--- src/rtl/wrapper_stim_pkg.sv ---
// wrapper_stim_pkg: shared definitions for the wrapper stimulus sequencer.
// Holds the replay FSM state encoding, the field layout of a packed
// schedule entry {hold, PB, DIP}, and a constant clog2 helper used to size
// addresses and FIFO pointers.
package wrapper_stim_pkg;

  typedef enum logic [1:0] {
    ST_IDLE = 2'd0,
    ST_HOLD = 2'd1,
    ST_DONE = 2'd2
  } state_t;

  // The DIP field always sits at the bottom of a schedule entry.
  localparam int DIP_LSB = 0;

  function automatic int clog2(input int value);
    int result;
    result = 0;
    for (int i = 0; i < 31; i++) begin
      if ((1 << i) < value) result = i + 1;
    end
    return result;
  endfunction

  function automatic int pbLsb(input int nDips);
    return nDips;
  endfunction

  function automatic int holdLsb(input int nDips, input int nPbs);
    return nDips + nPbs;
  endfunction

endpackage

--- src/rtl/stim_fifo.sv ---
// stim_fifo: small synchronous FIFO used for console input and for console
// output capture. Pointers carry one extra wrap bit so full and empty can
// be told apart. A push into a full FIFO is still accepted when a pop
// happens on the same edge, because that pop frees the slot being written.
module stim_fifo
  import wrapper_stim_pkg::*;
#(
  parameter int WIDTH = 8,
  parameter int DEPTH = 8
) (
  input  logic             i_clk,
  input  logic             i_rstN,
  input  logic             i_push,
  input  logic [WIDTH-1:0] i_din,
  input  logic             i_pop,
  output logic [WIDTH-1:0] o_dout,
  output logic             o_full,
  output logic             o_empty
);

  localparam int AW = clog2(DEPTH);

  logic [WIDTH-1:0] r_mem [DEPTH];
  logic [AW:0]      r_wrPtr;
  logic [AW:0]      r_rdPtr;
  logic             w_popOk;
  logic             w_pushOk;

  assign o_empty  = (r_wrPtr == r_rdPtr);
  assign o_full   = (r_wrPtr[AW-1:0] == r_rdPtr[AW-1:0]) && (r_wrPtr[AW] != r_rdPtr[AW]);
  assign w_popOk  = i_pop && !o_empty;
  assign w_pushOk = i_push && (!o_full || w_popOk);
  assign o_dout   = r_mem[r_rdPtr[AW-1:0]];

  // Storage has no reset; only slots behind the write pointer are ever read.
  always_ff @(posedge i_clk) begin
    if (w_pushOk) r_mem[r_wrPtr[AW-1:0]] <= i_din;
  end

  // Pointer advance; both pointers wrap naturally through the extra bit.
  always_ff @(posedge i_clk or negedge i_rstN) begin
    if (!i_rstN) begin
      r_wrPtr <= '0;
      r_rdPtr <= '0;
    end else begin
      if (w_pushOk) r_wrPtr <= r_wrPtr + (AW+1)'(1);
      if (w_popOk)  r_rdPtr <= r_rdPtr + (AW+1)'(1);
    end
  end

endmodule

--- src/rtl/wrapper_stim_seq.sv ---
// wrapper_stim_seq: stimulus and monitor engine for a Wrapper-class DUT.
// Replays a programmed table of DIP/PB steps, each held for max(hold,1)
// cycles, feeds console input bytes to the DUT through a valid/ack FIFO and
// captures console output bytes through a ready/valid FIFO.
// Optional build macro WRAPPER_STIM_LOOP_EN adds a LOOP input that restarts
// the schedule from step 0 after the last step, pulsing DONE once per pass.
module wrapper_stim_seq
  import wrapper_stim_pkg::*;
#(
  parameter int N_DIPs    = 16,
  parameter int N_PBs     = 4,
  parameter int N_STEPS   = 8,
  parameter int DLY_W     = 16,
  parameter int IN_DEPTH  = 8,
  parameter int OUT_DEPTH = 8
) (
  input  logic                             CLK,
  input  logic                             RESETn,
  input  logic                             TBL_WE,
  input  logic [clog2(N_STEPS)-1:0]        TBL_ADDR,
  input  logic [N_DIPs+N_PBs+DLY_W-1:0]    TBL_DATA,
  input  logic [clog2(N_STEPS):0]          STEP_COUNT,
  input  logic                             START,
  input  logic                             ABORT,
`ifdef WRAPPER_STIM_LOOP_EN
  input  logic                             LOOP,
`endif
  output logic [N_DIPs-1:0]                DIP,
  output logic [N_PBs-1:0]                 PB,
  output logic                             BUSY,
  output logic                             DONE,
  input  logic                             CIN_PUSH,
  input  logic [7:0]                       CIN_BYTE,
  output logic [7:0]                       CONSOLE_IN,
  output logic                             CONSOLE_IN_valid,
  input  logic                             CONSOLE_IN_ack,
  input  logic [7:0]                       CONSOLE_OUT,
  input  logic                             CONSOLE_OUT_valid,
  output logic                             CONSOLE_OUT_ready,
  input  logic                             COUT_POP,
  output logic [7:0]                       COUT_BYTE,
  output logic                             COUT_EMPTY,
  output logic                             CIN_OVF
);

  localparam int SW       = clog2(N_STEPS);
  localparam int TW       = N_DIPs + N_PBs + DLY_W;
  localparam int PB_LSB   = pbLsb(N_DIPs);
  localparam int HOLD_LSB = holdLsb(N_DIPs, N_PBs);

  logic [TW-1:0]     r_table [N_STEPS];
  state_t            r_state;
  logic [SW-1:0]     r_stepIdx;
  logic [DLY_W-1:0]  r_cnt;
  logic [N_DIPs-1:0] r_dip;
  logic [N_PBs-1:0]  r_pb;
  logic              r_busy;
  logic              r_done;
  logic              r_cinOvf;

  logic              w_expire;
  logic              w_lastStep;
  logic [TW-1:0]     w_loadEntry;
  logic              w_cinFull;
  logic              w_cinEmpty;
  logic              w_cinPop;
  logic              w_coutFull;

  // A count of 1 or 0 means the current step is on its final visible cycle,
  // which is how a hold of zero ends up shown for a single cycle.
  assign w_expire   = (r_cnt <= DLY_W'(1));
  assign w_lastStep = (({1'b0, r_stepIdx} + (SW+1)'(1)) >= STEP_COUNT)
                    || (r_stepIdx == SW'(N_STEPS - 1));
  assign w_loadEntry = ((r_state == ST_HOLD) && !w_lastStep)
                     ? r_table[r_stepIdx + SW'(1)]
                     : r_table[0];

  assign DIP  = r_dip;
  assign PB   = r_pb;
  assign BUSY = r_busy;
  assign DONE = r_done;

  // Schedule table is host-writable only while no replay is running.
  always_ff @(posedge CLK) begin
    if (TBL_WE && !r_busy) r_table[TBL_ADDR] <= TBL_DATA;
  end

  // Replay FSM: loads steps back-to-back, pulses DONE at the end of a pass,
  // and lets ABORT return to idle from anywhere with outputs frozen.
  always_ff @(posedge CLK or negedge RESETn) begin
    if (!RESETn) begin
      r_state   <= ST_IDLE;
      r_stepIdx <= '0;
      r_cnt     <= '0;
      r_dip     <= '0;
      r_pb      <= '0;
      r_busy    <= 1'b0;
      r_done    <= 1'b0;
    end else begin
      r_done <= 1'b0;
      if (ABORT) begin
        r_state <= ST_IDLE;
        r_busy  <= 1'b0;
      end else begin
        case (r_state)
          ST_IDLE: begin
            if (START) begin
              if (STEP_COUNT != '0) begin
                r_dip     <= w_loadEntry[DIP_LSB +: N_DIPs];
                r_pb      <= w_loadEntry[PB_LSB +: N_PBs];
                r_cnt     <= w_loadEntry[HOLD_LSB +: DLY_W];
                r_stepIdx <= '0;
                r_busy    <= 1'b1;
                r_state   <= ST_HOLD;
              end else begin
                r_done  <= 1'b1;
                r_state <= ST_DONE;
              end
            end
          end
          ST_HOLD: begin
            if (w_expire) begin
              if (!w_lastStep) begin
                r_dip     <= w_loadEntry[DIP_LSB +: N_DIPs];
                r_pb      <= w_loadEntry[PB_LSB +: N_PBs];
                r_cnt     <= w_loadEntry[HOLD_LSB +: DLY_W];
                r_stepIdx <= r_stepIdx + SW'(1);
              end
`ifdef WRAPPER_STIM_LOOP_EN
              else if (LOOP) begin
                r_dip     <= w_loadEntry[DIP_LSB +: N_DIPs];
                r_pb      <= w_loadEntry[PB_LSB +: N_PBs];
                r_cnt     <= w_loadEntry[HOLD_LSB +: DLY_W];
                r_stepIdx <= '0;
                r_done    <= 1'b1;
              end
`endif
              else begin
                r_busy  <= 1'b0;
                r_done  <= 1'b1;
                r_state <= ST_DONE;
              end
            end else begin
              r_cnt <= r_cnt - DLY_W'(1);
            end
          end
          ST_DONE: r_state <= ST_IDLE;
          default: r_state <= ST_IDLE;
        endcase
      end
    end
  end

  assign CONSOLE_IN_valid = !w_cinEmpty;
  assign w_cinPop         = CONSOLE_IN_ack && !w_cinEmpty;

  // Sticky overflow: a push was lost because the input FIFO was full and
  // nothing was popped on the same edge to make room.
  always_ff @(posedge CLK or negedge RESETn) begin
    if (!RESETn) begin
      r_cinOvf <= 1'b0;
    end else if (CIN_PUSH && w_cinFull && !w_cinPop) begin
      r_cinOvf <= 1'b1;
    end
  end

  assign CIN_OVF = r_cinOvf;

  stim_fifo #(.WIDTH(8), .DEPTH(IN_DEPTH)) u_cinFifo (
    .i_clk   (CLK),
    .i_rstN  (RESETn),
    .i_push  (CIN_PUSH),
    .i_din   (CIN_BYTE),
    .i_pop   (CONSOLE_IN_ack),
    .o_dout  (CONSOLE_IN),
    .o_full  (w_cinFull),
    .o_empty (w_cinEmpty)
  );

  assign CONSOLE_OUT_ready = !w_coutFull;

  stim_fifo #(.WIDTH(8), .DEPTH(OUT_DEPTH)) u_coutFifo (
    .i_clk   (CLK),
    .i_rstN  (RESETn),
    .i_push  (CONSOLE_OUT_valid),
    .i_din   (CONSOLE_OUT),
    .i_pop   (COUT_POP),
    .o_dout  (COUT_BYTE),
    .o_full  (w_coutFull),
    .o_empty (COUT_EMPTY)
  );

endmodule

--- config.mk ---
export PLATFORM = sky130hd
export DESIGN_NAME = wrapper_stim_seq
export DESIGN_NICKNAME = d
export VERILOG_FILES = /design/src/rtl/wrapper_stim_pkg.sv /design/src/rtl/stim_fifo.sv /design/src/rtl/wrapper_stim_seq.sv
export SDC_FILE = /design/constraint.sdc
export NUM_CORES = 1
export LEC_CHECK = 0
export BUFFER_PORTS_ARGS = -buffer_cell sky130_fd_sc_hd__buf_2
export CAP_MARGIN = 20
export CORE_UTILIZATION = 68
export CTS_BUF_LIST = sky130_fd_sc_hd__clkbuf_8
export CTS_CLUSTER_DIAMETER = 60
export DETAILED_ROUTE_END_ITERATION = 8
export GPL_TIMING_DRIVEN = 0
export HOLD_SLACK_MARGIN = 0.05
export PLACE_DENSITY = 0.89
export SYNTH_ARGS = -nofsm -noshare
export SYNTH_HDL_FRONTEND = slang
export SYNTH_HIERARCHICAL = 1
export SYNTH_SLANG_ARGS = --single-unit
--- constraint.sdc ---
create_clock -name CLK -period 7.55 [get_ports CLK]
set_input_delay 0 -clock CLK [delete_from_list [all_inputs] [get_ports CLK]]
set_output_delay 0 -clock CLK [all_outputs]
set_load 0.05 [all_outputs]
# == Yosys cells after proc, flatten, opt, wreduce, memory -nomap -nowiden ==
# Memory sizes are Yosys's and may differ from the RTL's.
# Index checks and enable logic that the tools add are counted.
# totals
reg_bits,60
mem_bits_rw,416
input_bits,68
out_inout_bits,42
elab_cells,115
memories,3
# memory_table
name,words,word_bits,rd,rd_ports_with_merged_regs,write_ports,line,text
r_table,8,36,2,0,1,wrapper_stim_seq.sv:51,logic [TW-1:0] r_table [N_STEPS];
u_cinFifo.r_mem,8,8,1,0,1,stim_fifo.sv:23,logic [WIDTH-1:0] r_mem [DEPTH];
u_coutFifo.r_mem,8,8,1,0,1,stim_fifo.sv:23,
# op_classes
add_sub_neg,7
order_cmp,2
eq_ne,17
muxes,45
bitwise,1
reduce_logical,28
# ops
operator,count
16-bit two-way mux,8
16-bit one-hot mux with 2 select lines,2
36-bit two-way mux,1
4-bit by 1-bit adder with 4-bit output (second input constant),4
16-bit by 1-bit <= comparator with 1-bit output (second input constant),1
1-bit two-way mux,16
4-bit two-way mux,4
16-bit by 1-bit subtractor with 16-bit output (second input constant),1
3-bit inequality test (second input constant),5
3-bit two-way mux,4
1-bit logical AND,10
2-bit two-way mux,5
5-bit AND reduction,2
4-bit == test,2
2-bit inequality test (second input constant),4
4-bit one-hot mux with 2 select lines,1
1-bit logical NOT,7
3-bit == test,2
3-bit one-hot mux with 2 select lines,1
6-bit AND reduction,1
3-bit by 1-bit adder with 4-bit output (second input constant),1
4-bit >= comparator,1
1-bit one-hot mux with 2 select lines,2
2-bit one-hot mux with 2 select lines,1
other kinds (11),14

# == Depth between registers and ports, before layout ==
# depth
word_depth,9
mapped_depth,13
mapped_depth_nobuf,10

# == Cells and area by module ==
# The synthesis kept the hierarchy.
# by_module_without_submodules
mod,instances,cells_per_inst,area_each_um2,seq_area_each_um2
wrapper_stim_seq,1,749,13455.4,9749.4
stim_fifo (u_cinFifo),1,150,3089.2,2122.0
stim_fifo (u_coutFifo),1,150,2977.9,2122.0

# == Worst setup path before layout ==
# No wires, ideal clock.
# synth_path
path_type,flip-flop to flip-flop
start,reg r_busy (netlist: BUSY)
end,mem r_table[0][0] (netlist name) (enable)
setup_ps,474
arrival_ps,3328
t_required_ps,7076
setup_slack_ps,3748
path_stages_with_launch,4
path_buffers,0
synth_period_minus_slack_ps,3802
path_cell_list,dfrtp_1 inv_1 nand3b_1 nor3_1
# synth_via
elab_chain_cells,4
# synth_rtl
element,line,text
from (decl),wrapper_stim_seq.sv:57,logic r_busy;
from (signal assigned),wrapper_stim_seq.sv:97,r_busy <= 1'b0;
from (signal assigned),wrapper_stim_seq.sv:103,r_busy <= 1'b0;
from (signal assigned),wrapper_stim_seq.sv:113,r_busy <= 1'b1;
1-bit logical NOT,wrapper_stim_seq.sv:85,if (TBL_WE && !r_busy) r_table[TBL_ADDR] <= TBL_DATA;
1-bit logical AND,wrapper_stim_seq.sv:85,
1-bit two-way mux,wrapper_stim_seq.sv:85,
1-bit two-way mux (implied by the code),wrapper_stim_seq.sv:85,
to (decl),wrapper_stim_seq.sv:51,
# No other way between the ends.

# == Final worst setup path ==
# layout_path
start,reg r_stepIdx[0]
end,reg r_cnt[9]
# layout_via
elab_chain_cells,9
word_cells_on_any_way,16
classes_between,add/sub: 2; order compare: 1; eq/ne: 2; mux: 6; reduce/logical: 4; memory: 1
# layout_rtl
element,line,text
from (decl),wrapper_stim_seq.sv:53,logic [SW-1:0] r_stepIdx;
from (signal assigned),wrapper_stim_seq.sv:127,r_stepIdx <= r_stepIdx + SW'(1);
3-bit by 1-bit adder with 4-bit output,wrapper_stim_seq.sv:72,"assign w_lastStep = (({1'b0, r_stepIdx} + (SW+1)'(1)) >= STEP_COUNT)"
4-bit >= comparator,wrapper_stim_seq.sv:72,
1-bit logical OR,wrapper_stim_seq.sv:73,|| (r_stepIdx == SW'(N_STEPS - 1));
1-bit logical NOT,-,
1-bit logical AND,wrapper_stim_seq.sv:74,assign w_loadEntry = ((r_state == ST_HOLD) && !w_lastStep)
36-bit two-way mux,wrapper_stim_seq.sv:75,? r_table[r_stepIdx + SW'(1)]
16-bit two-way mux (on tied branches),"wrapper_stim_seq.sv:123, wrapper_stim_seq.sv:108",
16-bit two-way mux (on tied branches),"wrapper_stim_seq.sv:122, wrapper_stim_seq.sv:107",
16-bit one-hot mux with 2 select lines,wrapper_stim_seq.sv:105,case (r_state)
to (signal assigned),wrapper_stim_seq.sv:111,r_cnt <= w_loadEntry[HOLD_LSB +: DLY_W];
to (signal assigned),wrapper_stim_seq.sv:126,r_cnt <= w_loadEntry[HOLD_LSB +: DLY_W];
to (signal assigned),wrapper_stim_seq.sv:144,r_cnt <= r_cnt - DLY_W'(1);
to (decl),wrapper_stim_seq.sv:54,logic [DLY_W-1:0] r_cnt;
# Several ways; a longest one is shown, not always the timed one. The select of a mux whose other input is x is not followed.
# A chain may end at the register's enable or synchronous reset.

==> results list <==
- Global-route wire length before repair: 65,300 µm
* Clk_skew: 0.0231 ns
- DRT Pass-1 Iters: 5
* Reported max-cap violation count: 0
- Areal power density over the cells: 326 nW/µm²
* WP data required: 8.02 ns
* Clock transition time at the flip-flop clock pins of the worst setup and hold paths: 0.06 ns
- Most frequent cells in the layout: sky130_fd_sc_hd__edfxtp_1 (416), sky130_fd_sc_hd__buf_2 (130), sky130_fd_sc_hd__mux4_2 (91), sky130_fd_sc_hd__clkbuf_8 (85), sky130_fd_sc_hd__dlygate4sd3_1 (65)
- The worst path needs 4.10 ns of the cycle, external delays included.
- Final ANT Viol Nets: 0
- Number of nets in the layout: 1,404
* Critical path capture point type: register
- For this block, the routed nets add up to 43,000 µm of wire.
- Multiplexer area fraction after synthesis: 0.153
- Depth of the CTS H-tree: 3
* Synthesized cell area: 19,500 µm²
- For flop-to-flop paths, the worst setup slack is 3.45 ns.
* Transition time at the pin with the least slew margin: 1.08 ns
* Crit Reg-Reg Startpoint: r_stepIdx[0]$_DFFE_PN0P_
* Ratio of cells with drive above 1 in the final layout: 0.299
* Number of cell rows: 61
- The final route contains 11,300 vias.
- Dividing the final minimum period by the clock period gives 0.543.
- FF-to-FF End: r_cnt[9]$_DFFE_PN0P_
* Post-DP HPWL: 27,300 µm
- At the worst endpoint, the arrival time is 4.57 ns.
* Final Slew Violations: 0
* Cell variety after synth: 70
* Dominant register cell in the synthesized netlist: sky130_fd_sc_hd__edfxtp_1
- Relative to the synthesized area, the layout overhead comes to 18.2%.
* Buffer cell driving the clock tree root: sky130_fd_sc_hd__clkbuf_8
- Synth Area per Inst: 18.6 µm²
- After the first detailed-routing iteration, the DRC count stood at 1,052.
* Synth Area in Compound Gates: 0.0461
- Headroom to the max-slew limit came out at 0.273.
* Combinational family with the most area after synthesis: multiplexers
- In the routed design, unresolved DRC markers number 0.
- Measured along the y axis, the die boundary spans 171 µm.
* Initial antenna violation count: 2
- Proportion of synthesized chip area in sequential cells: 0.717
- Number of clock sinks: 476
- Most common cell after layout, fill and taps aside: sky130_fd_sc_hd__edfxtp_1
* Number of cells on the worst reg-to-reg path: 10
- Synth warnings: 6
* Largest net degree at the start of global routing: 61
* Post-synthesis net count: 1,129
- Final design area excluding fillers: 23,100 µm²
* Die area: 29,400 µm²
- Adding up every negative setup slack in the final design gives 0 ns.
* TritonCTS Buffers: 76
- Initial core utilization: 0.697
- The clock passes through at most 3 buffers.
- Proportion of synthesized flip-flops having asynchronous set or reset: 0.126
- Routability-driven placement finished with a final weighted congestion of 0.971.
* Final setup violation count: 0
* Parity-gate share of the synthesized area counting xor and xnor cells: 0.0104
* Arithmetic-cell share of the synthesized area counting full adders, half adders and majority gates: 0.00769
- Number of synthesized register bits: 476
- The later pin in the worst-skew pair is clocked with a latency of 0.61 ns.
* Setup repair after global routing missed its margin: false
- Count of pins on the block boundary: 110
* Worst setup path class: register to register
- CTS tree: yes
* Final hold slack: 0.0725 ns
- Overall global routing resource usage: 0.305
* Ratio of routed vias to standard cells: 6.36
- Buffers placed on the I/O ports in this run total 108.
- Along the worst path, the maximum fanout reaches 10.
- VDD sags by at most 0.203 mV.
- Final hold violations: 0
- Vias in the first global route: 11,800
* Maximum clock frequency: 244 MHz
- Path category of the worst min-delay check: primary input to asynchronous set/reset pin
- Outcome: finished, final reports clean
* Area of the placeable core: 28,000 µm²
- The die is 171 µm wide.
- Final routed wire length divided by cell count: 24.3 µm
- Leakage power of the design: 8.07 nW
- Post-DP Area: 20,900 µm²
- Yosys mapped a number of flops with a built-in enable equal to 416.
- Counting every instance in the synthesized netlist gives 1,049.
- Of the total synthesized cell area, the portion taken by AND, OR, NAND and NOR gates is 0.0477.
- Global routing finished with a remaining overflow of 0.
* CP Launch Type: register
-- cell usage after synthesis (all sizes together) (2+ instances only) --
cell | n | area, µm²
inv | 13 | 51.3
a21oi | 28 | 140
nor2 | 53 | 199
o311ai | 6 | 60.1
nor4 | 14 | 130
mux4 | 104 | 2390
a22o | 2 | 17.5
edfxtp | 416 | 12500
buf | 37 | 239
nor3 | 22 | 115
xor2 | 2 | 17.5
o21ai | 56 | 284
xnor2 | 16 | 185
a31oi | 5 | 31.3
a211oi | 9 | 67.6
nor4b | 2 | 23.8
nor2b | 2 | 12.5
ha | 12 | 150
a32oi | 3 | 26.3
o31ai | 5 | 56.3
nand2b | 5 | 31.3
mux2 | 23 | 289
nor3b | 3 | 22.5
nand2 | 53 | 209
nand3 | 11 | 65.1
and2 | 2 | 12.5
o21a | 3 | 22.5
o41ai | 2 | 36.3
or4 | 5 | 37.5
nand3b | 2 | 15.0
and3 | 2 | 12.5
o211ai | 7 | 57.6
dfrtp | 60 | 1500
nand4 | 6 | 37.5
clkbuf | 17 | 63.8
mux2i | 31 | 310
-- cells by family after synthesis --
| kind of cell | count (synthesis) |
|---|---|
| multiplexers | 158 |
| flip-flops | 476 |
| buffers and inverters | 67 |
| XOR/XNOR | 18 |
| AO/OA/AOI/OAI | 135 |
| AND/OR/NAND/NOR | 183 |
| adder cells (fa/ha/maj) | 12 |
-- final cells by class --
class	count	area, µm²
Inverter	13	51.3
Clock buffer	85	1170
Clock inverter	57	333
Tap cell	378	473
Sequential cell	476	14000
Timing Repair Buffer	197	1480
Fill cell	1318	4930
Antenna cell	2	5.00
Buffer	54	303
Multi-Input combinational cell	506	5270
-- worst max-delay path, stage by stage, from the launching register on --
cell and delay [ns]:
sky130_fd_sc_hd__dfrtp_1 0.41, sky130_fd_sc_hd__buf_2 0.27, sky130_fd_sc_hd__buf_1 0.61, sky130_fd_sc_hd__and3_1 0.27
sky130_fd_sc_hd__ha_1 0.24, sky130_fd_sc_hd__a211oi_1 0.27, sky130_fd_sc_hd__o21ai_0 0.29, sky130_fd_sc_hd__nor2_1 0.65
sky130_fd_sc_hd__clkbuf_1 0.47, sky130_fd_sc_hd__a211oi_1 0.19, sky130_fd_sc_hd__a221o_1 0.30
-- state kept, by name, summed over array words and instances (netlist names), 2 cells and up --
name / cells
r_table: 288
u_cinFifo/r_mem: 64
u_coutFifo/r_mem: 64
DIP: 16
r_cnt: 16
PB: 4
u_cinFifo/r_rdPtr: 4
u_cinFifo/r_wrPtr: 4
u_coutFifo/r_rdPtr: 4
u_coutFifo/r_wrPtr: 4
r_stepIdx: 3
r_state: 2
-- routing by layer --
layer,track usage,part of all wire
met5,0,0
met1,0.381,0.38
met2,0.519,0.51
met4,0.135,0.034
met3,0.0649,0.075
-- power by group --
group	leakage [nW]	switching [mW]	internal (mW)
registers	4.51	0.135	3.11
clock network	0.868	1.02	1.12
logic	2.69	1.31	0.846
-- per-stage QoR --
step	setup slack (ns)	power, mW	utilization	std cells
floorplan	3.75	4.85	-	1049
global placement	1.58	5.25	0.733	1535
detailed placement	3.46	5.37	0.746	1556
CTS	3.44	7.54	0.823	1763
global route	3.20	7.82	0.824	1768
finish	3.45	7.53	0.824	1768
-- worst max path at each step --
stage / start / to / cells past startpoint
after CTS: r_stepIdx[0]$_DFFE_PN0P_ / DIP[0]$_DFFE_PN0P_ / 11
after global placement: BUSY$_DFFE_PN0P_ / r_table[0][15]$_DFFE_PP_ / 3
final: r_stepIdx[0]$_DFFE_PN0P_ / r_cnt[9]$_DFFE_PN0P_ / 10
after global routing: r_stepIdx[0]$_DFFE_PN0P_ / r_cnt[5]$_DFFE_PN0P_ / 11
after floorplan: BUSY$_DFFE_PN0P_ / r_table[0][0]$_DFFE_PP_ / 3
after detailed placement: r_stepIdx[0]$_DFFE_PN0P_ / DIP[0]$_DFFE_PN0P_ / 11
-- repair_timing --
action / CTS / global route
hold buffers: 65 / 0
hold endpoints to repair: 601 / 0
endpoints found under the setup margin: 0 / 0
gates resized for setup: 0 / 0
setup buffers: 0 / 0
No activity file was read; power rests on OpenSTA's default activity.
